--- src/rtl/fir_pkg.sv ---
// Shared definitions for the time-multiplexed FIR MAC sequencer:
// sequencer states, default widths and a constant-safe clog2 helper.
package fir_pkg;

   localparam int M_DEF     = 16;
   localparam int N_DEF     = 32;
   localparam int TAPS_DEF  = 8;
   localparam int ACC_W_DEF = 40;

   typedef enum logic [1:0] {
      IDLE,
      MAC,
      DONE
   } state_e;

   // Smallest r with 2**r >= value; usable in parameter/port declarations.
   function automatic int clog2(input int value);
      int r;
      r = 0;
      for (int i = 0; i < 31; i++) begin
         if ((1 << i) < value) r = i + 1;
      end
      return r;
   endfunction

endpackage

--- src/rtl/fir_mac_sequencer_if.sv ---
// Sample, coefficient, multiplier and result signals of the FIR MAC sequencer.
// slave is the sequencer side; master is the surrounding filter/source side.
interface fir_mac_sequencer_if
   import fir_pkg::*;
#(
   parameter int M     = M_DEF,
   parameter int N     = N_DEF,
   parameter int TAPS  = TAPS_DEF,
   parameter int ACC_W = ACC_W_DEF
);

   localparam int AW = clog2(TAPS);

   logic                    in_valid;
   logic signed [M-1:0]     in_data;
   logic                    in_ready;

   logic                    coef_we;
   logic        [AW-1:0]    coef_addr;
   logic signed [M-1:0]     coef_data;

   logic signed [M-1:0]     mul_a;
   logic signed [M-1:0]     mul_b;
   logic signed [N-1:0]     mul_res;

   logic                    out_valid;
   logic signed [ACC_W-1:0] out_data;
   logic                    out_ready;

   modport slave (
      input  in_valid, in_data, coef_we, coef_addr, coef_data, mul_res, out_ready,
      output in_ready, mul_a, mul_b, out_valid, out_data
   );

   modport master (
      output in_valid, in_data, coef_we, coef_addr, coef_data, mul_res, out_ready,
      input  in_ready, mul_a, mul_b, out_valid, out_data
   );

endinterface

--- src/rtl/fir_delay_line.sv ---
// TAPS-deep sample shift register: x[0] takes the newest sample on shift,
// and one tap is read out combinationally by index.
module fir_delay_line
   import fir_pkg::*;
#(
   parameter  int M     = M_DEF,
   parameter  int TAPS  = TAPS_DEF,
   localparam int IDX_W = clog2(TAPS)
) (
   input  logic                clk,
   input  logic                rst_n,
   input  logic                shift_i,
   input  logic signed [M-1:0] din_i,
   input  logic [IDX_W-1:0]    idx_i,
   output logic signed [M-1:0] dout_o
);

   logic signed [M-1:0] x_q [TAPS];

   // NOTE: the delay line is reset on purpose -- an aborted run must leave no
   // stale samples behind, so this stays flops rather than a RAM.
   always_ff @(posedge clk or negedge rst_n) begin
      if (!rst_n) begin
         for (int k = 0; k < TAPS; k++) x_q[k] <= '0;
      end else if (shift_i) begin
         x_q[0] <= din_i;
         for (int k = 1; k < TAPS; k++) x_q[k] <= x_q[k-1];
      end
   end

   assign dout_o = x_q[idx_i];

endmodule

--- src/rtl/fir_mac_sequencer.sv ---
// FIR control/accumulation stage: feeds one (sample, coefficient) pair per
// cycle to an external multiplier and sums the products into one output.
module fir_mac_sequencer
   import fir_pkg::*;
#(
   parameter int M     = M_DEF,
   parameter int N     = N_DEF,
   parameter int TAPS  = TAPS_DEF,
   parameter int ACC_W = ACC_W_DEF
) (
   input  logic                clk,
   input  logic                rst_n,
   fir_mac_sequencer_if.slave  bus
);

   localparam int IDX_W = clog2(TAPS);

   state_e                  state_q;
   logic [IDX_W-1:0]        idx_q;
   logic signed [ACC_W-1:0] acc_q;
   logic signed [ACC_W-1:0] acc_d;
   logic signed [ACC_W-1:0] out_data_q;
   logic                    out_valid_q;
   logic signed [M-1:0]     h_q [TAPS];
   logic signed [M-1:0]     x_sel;
   logic                    accept;

   assign accept = (state_q == IDLE) && bus.in_valid;

   fir_delay_line #(
      .M    (M),
      .TAPS (TAPS)
   ) u_delay_line (
      .clk     (clk),
      .rst_n   (rst_n),
      .shift_i (accept),
      .din_i   (bus.in_data),
      .idx_i   (idx_q),
      .dout_o  (x_sel)
   );

   assign acc_d = acc_q + {{(ACC_W-N){bus.mul_res[N-1]}}, bus.mul_res};

   // NOTE: every output of this block gets a default before the branch, so no
   // path leaves it unassigned and no latch is inferred.
   always_comb begin
      bus.mul_a = '0;
      bus.mul_b = '0;
      if (state_q == MAC) begin
         bus.mul_a = x_sel;
         bus.mul_b = h_q[idx_q];
      end
   end

   assign bus.in_ready  = (state_q == IDLE);
   assign bus.out_valid = out_valid_q;
   assign bus.out_data  = out_data_q;

   // Coefficients are only writable while no MAC run is using them.
   always_ff @(posedge clk or negedge rst_n) begin
      if (!rst_n) begin
         for (int k = 0; k < TAPS; k++) h_q[k] <= '0;
      end else if (state_q == IDLE && bus.coef_we) begin
         h_q[bus.coef_addr] <= bus.coef_data;
      end
   end

   // NOTE: state registers use non-blocking assignments so every flop samples
   // the pre-edge values regardless of statement order.
   always_ff @(posedge clk or negedge rst_n) begin
      if (!rst_n) begin
         state_q     <= IDLE;
         idx_q       <= '0;
         acc_q       <= '0;
         out_valid_q <= 1'b0;
         out_data_q  <= '0;
      end else begin
         case (state_q)
            IDLE: begin
               if (bus.in_valid) begin
                  acc_q   <= '0;
                  idx_q   <= '0;
                  state_q <= MAC;
               end
            end
            MAC: begin
               acc_q <= acc_d;
               idx_q <= idx_q + 1'b1;
               if (idx_q == IDX_W'(TAPS - 1)) begin
                  out_data_q  <= acc_d;
                  out_valid_q <= 1'b1;
                  state_q     <= DONE;
               end
            end
            DONE: begin
               if (bus.out_ready) begin
                  out_valid_q <= 1'b0;
                  state_q     <= IDLE;
               end
            end
            default: state_q <= IDLE;
         endcase
      end
   end

endmodule

--- src/flat_wrapper.sv ---
// flat-port wrapper written by rule: the top's interface ports become plain ports
module fir_mac_sequencer_flat import fir_pkg::*;
#(
   parameter int M     = M_DEF,
   parameter int N     = N_DEF,
   parameter int TAPS  = TAPS_DEF,
   parameter int ACC_W = ACC_W_DEF
)
  (clk, rst_n, bus_in_valid, bus_in_data, bus_coef_we, bus_coef_addr, bus_coef_data, bus_mul_res, bus_out_ready, bus_in_ready, bus_mul_a, bus_mul_b, bus_out_valid, bus_out_data);
  fir_mac_sequencer_if #(.M(M), .N(N), .TAPS(TAPS), .ACC_W(ACC_W)) bus_i ();
  input  logic clk;
  input  logic rst_n;
  input wire logic [$bits(bus_i.in_valid)-1:0] bus_in_valid;
  input wire logic [$bits(bus_i.in_data)-1:0] bus_in_data;
  input wire logic [$bits(bus_i.coef_we)-1:0] bus_coef_we;
  input wire logic [$bits(bus_i.coef_addr)-1:0] bus_coef_addr;
  input wire logic [$bits(bus_i.coef_data)-1:0] bus_coef_data;
  input wire logic [$bits(bus_i.mul_res)-1:0] bus_mul_res;
  input wire logic [$bits(bus_i.out_ready)-1:0] bus_out_ready;
  output wire logic [$bits(bus_i.in_ready)-1:0] bus_in_ready;
  output wire logic [$bits(bus_i.mul_a)-1:0] bus_mul_a;
  output wire logic [$bits(bus_i.mul_b)-1:0] bus_mul_b;
  output wire logic [$bits(bus_i.out_valid)-1:0] bus_out_valid;
  output wire logic [$bits(bus_i.out_data)-1:0] bus_out_data;
  assign bus_i.in_valid = bus_in_valid;
  assign bus_i.in_data = bus_in_data;
  assign bus_i.coef_we = bus_coef_we;
  assign bus_i.coef_addr = bus_coef_addr;
  assign bus_i.coef_data = bus_coef_data;
  assign bus_i.mul_res = bus_mul_res;
  assign bus_i.out_ready = bus_out_ready;
  assign bus_in_ready = bus_i.in_ready;
  assign bus_mul_a = bus_i.mul_a;
  assign bus_mul_b = bus_i.mul_b;
  assign bus_out_valid = bus_i.out_valid;
  assign bus_out_data = bus_i.out_data;
  fir_mac_sequencer #(.M(M), .N(N), .TAPS(TAPS), .ACC_W(ACC_W)) u_core (.clk(clk), .rst_n(rst_n), .bus(bus_i));
endmodule
--- config.mk ---
export PLATFORM = sky130hd
export DESIGN_NAME = fir_mac_sequencer_flat
export DESIGN_NICKNAME = d
export VERILOG_FILES = /design/src/rtl/fir_pkg.sv /design/src/rtl/fir_mac_sequencer_if.sv /design/src/rtl/fir_delay_line.sv /design/src/rtl/fir_mac_sequencer.sv /design/src/flat_wrapper.sv
export SDC_FILE = /design/constraint.sdc
export NUM_CORES = 1
export LEC_CHECK = 0
export BUFFER_PORTS_ARGS = -buffer_cell sky130_fd_sc_hd__clkbuf_2
export CAP_MARGIN = 40
export CORE_AREA = 2 2 223 225
export CTS_CLUSTER_DIAMETER = 80
export DETAILED_ROUTE_END_ITERATION = 10
export DIE_AREA = 0 0 225 227
export GPL_TIMING_DRIVEN = 1
export PLACE_DENSITY_LB_ADDON = 0.3
export SLEW_MARGIN = 20
export SYNTH_ARGS = -nofsm -noshare
export SYNTH_HDL_FRONTEND = slang
export SYNTH_HIERARCHICAL = 1
export SYNTH_SLANG_ARGS = --single-unit
--- constraint.sdc ---
create_clock -name clk -period 4.93 [get_ports clk]
set_input_delay 0.2465 -clock clk [delete_from_list [all_inputs] [get_ports clk]]
set_output_delay 0.2465 -clock clk [all_outputs]
set_load 0.02 [all_outputs]
Word level (Yosys, flattened, before mapping)
Index checks and enable logic that the tools add are counted.

word-level totals
  register bits after elaboration = 342

cells by class
  equality and inequality tests = 6
  reductions and logical operators = 10
  mux-type cells = 22
  $add $sub $neg = 2
  bitwise logic cells = 2
  magnitude comparators = 3

operators by type and width
  kind                                                         count
  bitwise mux 128 bit                                          1
  2-to-1 mux 16 bit                                            7
  binary-select mux 16 bit (select 3 bit)                      2
  case mux 40 bit (2 select lines)                             1
  demux 16 bit (select 3 bit)                                  1
  adder 40 bit                                                 1
  2-to-1 mux 40 bit                                            1
  greater-or-equal comparator 4 bit (second input constant)    2
  inverter 3 -> 4 bit                                          2
  2-to-1 mux 2 bit                                             3
  inequality test 2 bit (second input constant)                3
  case mux 2 bit (3 select lines)                              1
  case mux 3 bit (2 select lines)                              1
  AND reduction 3 bit                                          2
  less-than comparator 4 x 1 -> 1 bit (second input constant)  1
  AND reduction 2 bit                                          2
  nonzero test 2 bit                                           2
  adder 3 x 1 -> 3 bit (second input constant)                 1
  equality test 3 bit (second input constant)                  1
  logical AND 1 bit                                            3
  2-to-1 mux 3 bit                                             1
  equality test 2 x 1 -> 1 bit (second input constant)         1
  equality test 2 bit (second input constant)                  1
  logical NOT 2 bit                                            1
  other kinds (2)                                              3

Depth between registers and ports, before layout
  word-level depth = 6
  mapped depth = 11

By module
Netlist, hierarchy kept.

by module, submodules not included
  module             instances  seq. area each (um^2)  cells an instance  area an instance (um^2)
  fir_mac_sequencer  1          5355.1                 958                11015.6
  fir_delay_line     1          3203.1                 327                5784.3

Worst setup path before layout
No wires, ideal clock.

  path kind = register to register
  start = reg u_core.acc_q[0]
  end = reg u_core.out_data_q[36] (netlist: u_core/bus.out_data[36])
  path slack = 2152 ps
  arrival = 2652 ps
  buffers on the path = 0
  setup time = 126 ps
  stages on the path, launching flop included = 12
  cell sequence = dfrtp_1 ha_1 fa_1 a21oi_1 o21ai_1 a311oi_4 o21ai_2 a21o_1 a31o_1 a221oi_2 xor2_1 o21ai_1

between the ends
  cells in the longest elaborated chain, start to end = 1

ends and longest elaborated chain
  what                    RTL line                 RTL
  start, declared         fir_mac_sequencer.sv:20  logic signed [ACC_W-1:0] acc_q;
  start signal, assigned  fir_mac_sequencer.sv:74  acc_q <= '0;
  start signal, assigned  fir_mac_sequencer.sv:81  acc_q <= '0;
  start signal, assigned  fir_mac_sequencer.sv:87  acc_q <= acc_d;
  adder 40 bit            fir_mac_sequencer.sv:42  assign acc_d = acc_q + {{(ACC_W-N){bus.mul_res[N-1]}}, bus.mul_res};
  end signal, assigned    fir_mac_sequencer.sv:76  out_data_q <= '0;
  end signal, assigned    fir_mac_sequencer.sv:90  out_data_q <= acc_d;
  end, declared           fir_mac_sequencer.sv:22  logic signed [ACC_W-1:0] out_data_q;

No other way between the ends.
A chain may end at the register's enable or synchronous reset.

Final worst setup path
  start = reg u_core.idx_q[0]
  end = out bus_mul_a[0]

between the ends
  cells in the longest elaborated chain, start to end = 5

ends and longest elaborated chain
  what                                                   RTL line                 RTL
  start, declared                                        fir_mac_sequencer.sv:19  logic [IDX_W-1:0] idx_q;
  start signal, assigned                                 fir_mac_sequencer.sv:88  idx_q <= idx_q + 1'b1;
  inverter 3 -> 4 bit (not written as such)              fir_delay_line.sv:31     assign dout_o = x_q[idx_i];
  binary-select mux 16 bit (select 3 bit)                fir_delay_line.sv:31
  2-to-1 mux 16 bit (not written as such) (2 in series)  fir_delay_line.sv:31
  net u_core.x_sel[0]                                    fir_mac_sequencer.sv:25  logic signed [M-1:0] x_sel;
  2-to-1 mux 16 bit                                      fir_mac_sequencer.sv:49  if (state_q == MAC) begin
  end, declared                                          flat_wrapper.sv:21       output wire logic [$bits(bus_i.mul_a)-1:0] bus_mul_a;

The timed path passes the listed nets, and every way through them passes these cells. The select of a mux whose other input is x is not followed.

==> flow_summary.yaml <==
run_status:
  status: "complete, no violations"
floorplan:
  die_w_um: 225
  die-area_um2: 51080
  start_util_pct: 34.61
  core_um2: 48550
  rows: 81
  ios: 146
  die_height_um: 227
yosys:
  synth_cells: 1285
  async_flop_share_pct: 100.0
  synth_nets: 1399
  syn_area_per_cell_um2: 13.07
  synth_cell_types: 50
  ys_ff_latch: 342
  synth_seq_area_share_pct: 50.94
  yosys_warnings: 6
  synth_edf_count: 0
  ys_dominant_reg_cell: "dfrtp_1"
  syn-cell-area_um2: 16800
sta:
  period_share_pct: 68.28
  tightestPinTransition_ns: 0.9192
  slew_headroom_pct: 38.72
  skew_ns: 0.01962
  rsz0062_at_grt: "no"
  period_minus_slack_ns: 3.366
  fmax_ghz: 0.2971
  finalSetupTns_ns: 0
  setup_viol: 0
  drv_slew: 0
  hold_viol: 0
power:
  finalPower_mw: 14.46
  intPower_mw: 9.138
  leakagePower_nw: 9.028
  vdd_ir_drop_max_v: 0.0002989
  p_sw_mw: 5.323
  swShare_pct: 36.81
  p_comb_share_pct: 44.3
  p_clk_share_pct: 20.6
  cellPowerDensity_nw_per_um2: 723.8
  pwr-share-seq_pct: 35.1
critical_path:
  worstSetupStartpoint: "u_core/idx_q[0]$_DFFE_PN0P_"
  arrival_ns: 3.12
  cp.required_ns: 4.68
  reg2reg_from: "u_core/acc_q[0]$_DFFE_PN0P_"
  critPathCaptureType: "output port"
  path_max_fanout: 35
  reg2reg_slack_ns: 1.79
  critPathKind: "flip-flop to output port"
  endpoint: "bus_mul_a[0]"
  r2r_cells: 11
  reg2reg_to: "u_core/acc_q[38]$_DFFE_PN0P_"
  critPathLaunchType: "flip-flop"
placed_design:
  post-dp-hpwl_mm: 25.16
  gp_congestion: 0.8694
  io_buffers: 145
route:
  wirelength_mm: 38.16
  dr.pass1.iters: 6
  viasPerCell: 5.157
  ant_nets: 0
  first_iter_violations: 645
  wire_per_inst_um: 18.16
  route.detailed.drc: 0
  via_count: 10840
cts:
  cts_buffers: 42
  cts_sinks: 342
  cts-root-buf: "clkbuf_16"
  clk_pin_slew_ns: 0.06
  clock_path_buffers: 3
  htreeDepth: 2
  clock_latency_ns: 0.57
  cts_tree: "done"
grt:
  antenna_found_initial: 2
  grt_pass1_wl_mm: 61.68
  grt_overflow: 0
  grt_max_degree: 140
  grt_pass1_vias: 11250
  track_usage_pct: 15.18
flow_run:
  maxCapViolations: 0
cells_and_area:
  drive_gt1_share_pct: 37.89
  final_cell_mix: "339 x dfrtp_1, 274 x mux2_2, 144 x clkbuf_2"
  synthToLayoutAreaGrowth_pct: 18.92
  nNetsFinal: 1563
  layout_commonest_cell: "dfrtp_1"
hold_path:
  hold_path_class: "input port to flip-flop"
## worst min path at each step
stage                                         to  slack (ns)  depth (start not counted)              from
finish                u_core/h_q[64]$_DFFE_PN0P_        0.04                          2  bus_coef_data[0]
global route          u_core/h_q[32]$_DFFE_PN0P_        0.04                          2  bus_coef_data[0]
CTS                   u_core/h_q[39]$_DFFE_PN0P_       0.001                          2  bus_coef_data[7]
detailed placement  u_core/acc_q[11]$_DFFE_PN0P_        0.36                          1             rst_n
global placement    u_core/acc_q[12]$_DFFE_PN0P_        0.34                          1             rst_n
floorplan            u_core/acc_q[0]$_DFFE_PN0P_       -0.05                          0             rst_n
## metrics by stage
stage / hold slack [ns] / instances / setup WS, ns / area [µm²] / utilization (%)
3_5_place_dp: 0.3569 / 1993 / 1.813 / 18250 / 37.60
6_report: 0.04345 / 2101 / 1.564 / 19980 / 41.15
5_1_grt: 0.03737 / 2101 / 1.415 / 19980 / 41.15
3_3_place_gp: 0.3420 / 1984 / 1.906 / 18110 / 37.30
4_1_cts: 0.001465 / 2097 / 1.479 / 19910 / 41.01
2_1_floorplan: -0.04909 / 1285 / 2.152 / 16800 / -
## final cells by class
type	count	area [µm²]
Clock inverter	19	209.0
Fill cell	4549	28570
Antenna cell	1	2.502
Clock buffer	54	1136
Inverter	16	62.56
Tap cell	622	778.2
Sequential cell	342	8567
Timing Repair Buffer	198	1370
Multi-Input combinational cell	849	7853
## Yosys cell counts (all sizes together) (5+ instances only)
library cell,n,area (µm²)
mux4,64,1546
dfrtp,342,8558
xnor2,25,219.0
a31oi,5,31.28
buf,25,140.1
a21o,20,150.1
nand4,11,68.82
a31o,5,43.79
and3,5,41.29
a22o,5,43.79
inv,16,60.06
and2,17,106.4
nor2,35,131.4
clkbuf,53,200.2
nand2,105,394.1
ha,41,513.0
xor2,14,122.6
o21bai,10,75.07
a21oi,51,255.2
nand3,12,60.06
o21ai,105,529.3
mux2,274,3085
mux2i,16,160.2
## critical path: stages (launching register included)
cell and delay, ns:
dfrtp_4 0.56, buf_16 0.29, buf_4 0.44, mux4_1 0.61
mux2_2 0.28, and2_1 0.15, clkbuf_2 0.15
## metal layers
layer | GRT usage, % | part of all wire (%)
met1 | 19.80 | 45
met2 | 25.73 | 48
met3 | 3.059 | 4.4
met4 | 4.251 | 2.0
met5 | 0 | 0.034
## sequential cells by signal, indices dropped and copies added, names as in the netlist
name,flops
u_core/bus.out_valid,1
u_core/u_delay_line/x_q,128
u_core/bus.out_data,40
u_core/h_q,128
u_core/idx_q,3
u_core/acc_q,40
u_core/state_q,2
## power by group through the flow
stage               combinational, mW  clock [mW]  sequential (mW)
detailed placement               6.37           0             5.18
global placement                 6.13           0             5.20
CTS                              6.40        3.09             5.14
floorplan                        4.74           0             4.98
finish                           6.40        2.98             5.08
global route                     7.03        3.21             5.28
## timing repair
| item | in CTS | in global routing |
|---|---|---|
| hold buffers | 31 | 0 |
| resized for setup | 0 | 0 |
| buffers inserted | 0 | 0 |
| endpoints found under the hold margin | 192 | 0 |
## logic make-up (layout without fill, tap and decap cells)
group | count (synthesis) | count (layout) | share of synthesized area, %
adder cells (fa/ha/maj) | 42 | 42 | 3.173
AO/OA/AOI/OAI | 218 | 218 | 7.768
multiplexers | 354 | 354 | 28.52
other | 0 | 1 | 0
XOR/XNOR | 39 | 39 | 2.033
buffers and inverters | 94 | 287 | 2.383
AND/OR/NAND/NOR | 196 | 196 | 5.176
flip-flops | 342 | 342 | 50.94
Power figures use the tool's default switching activity.
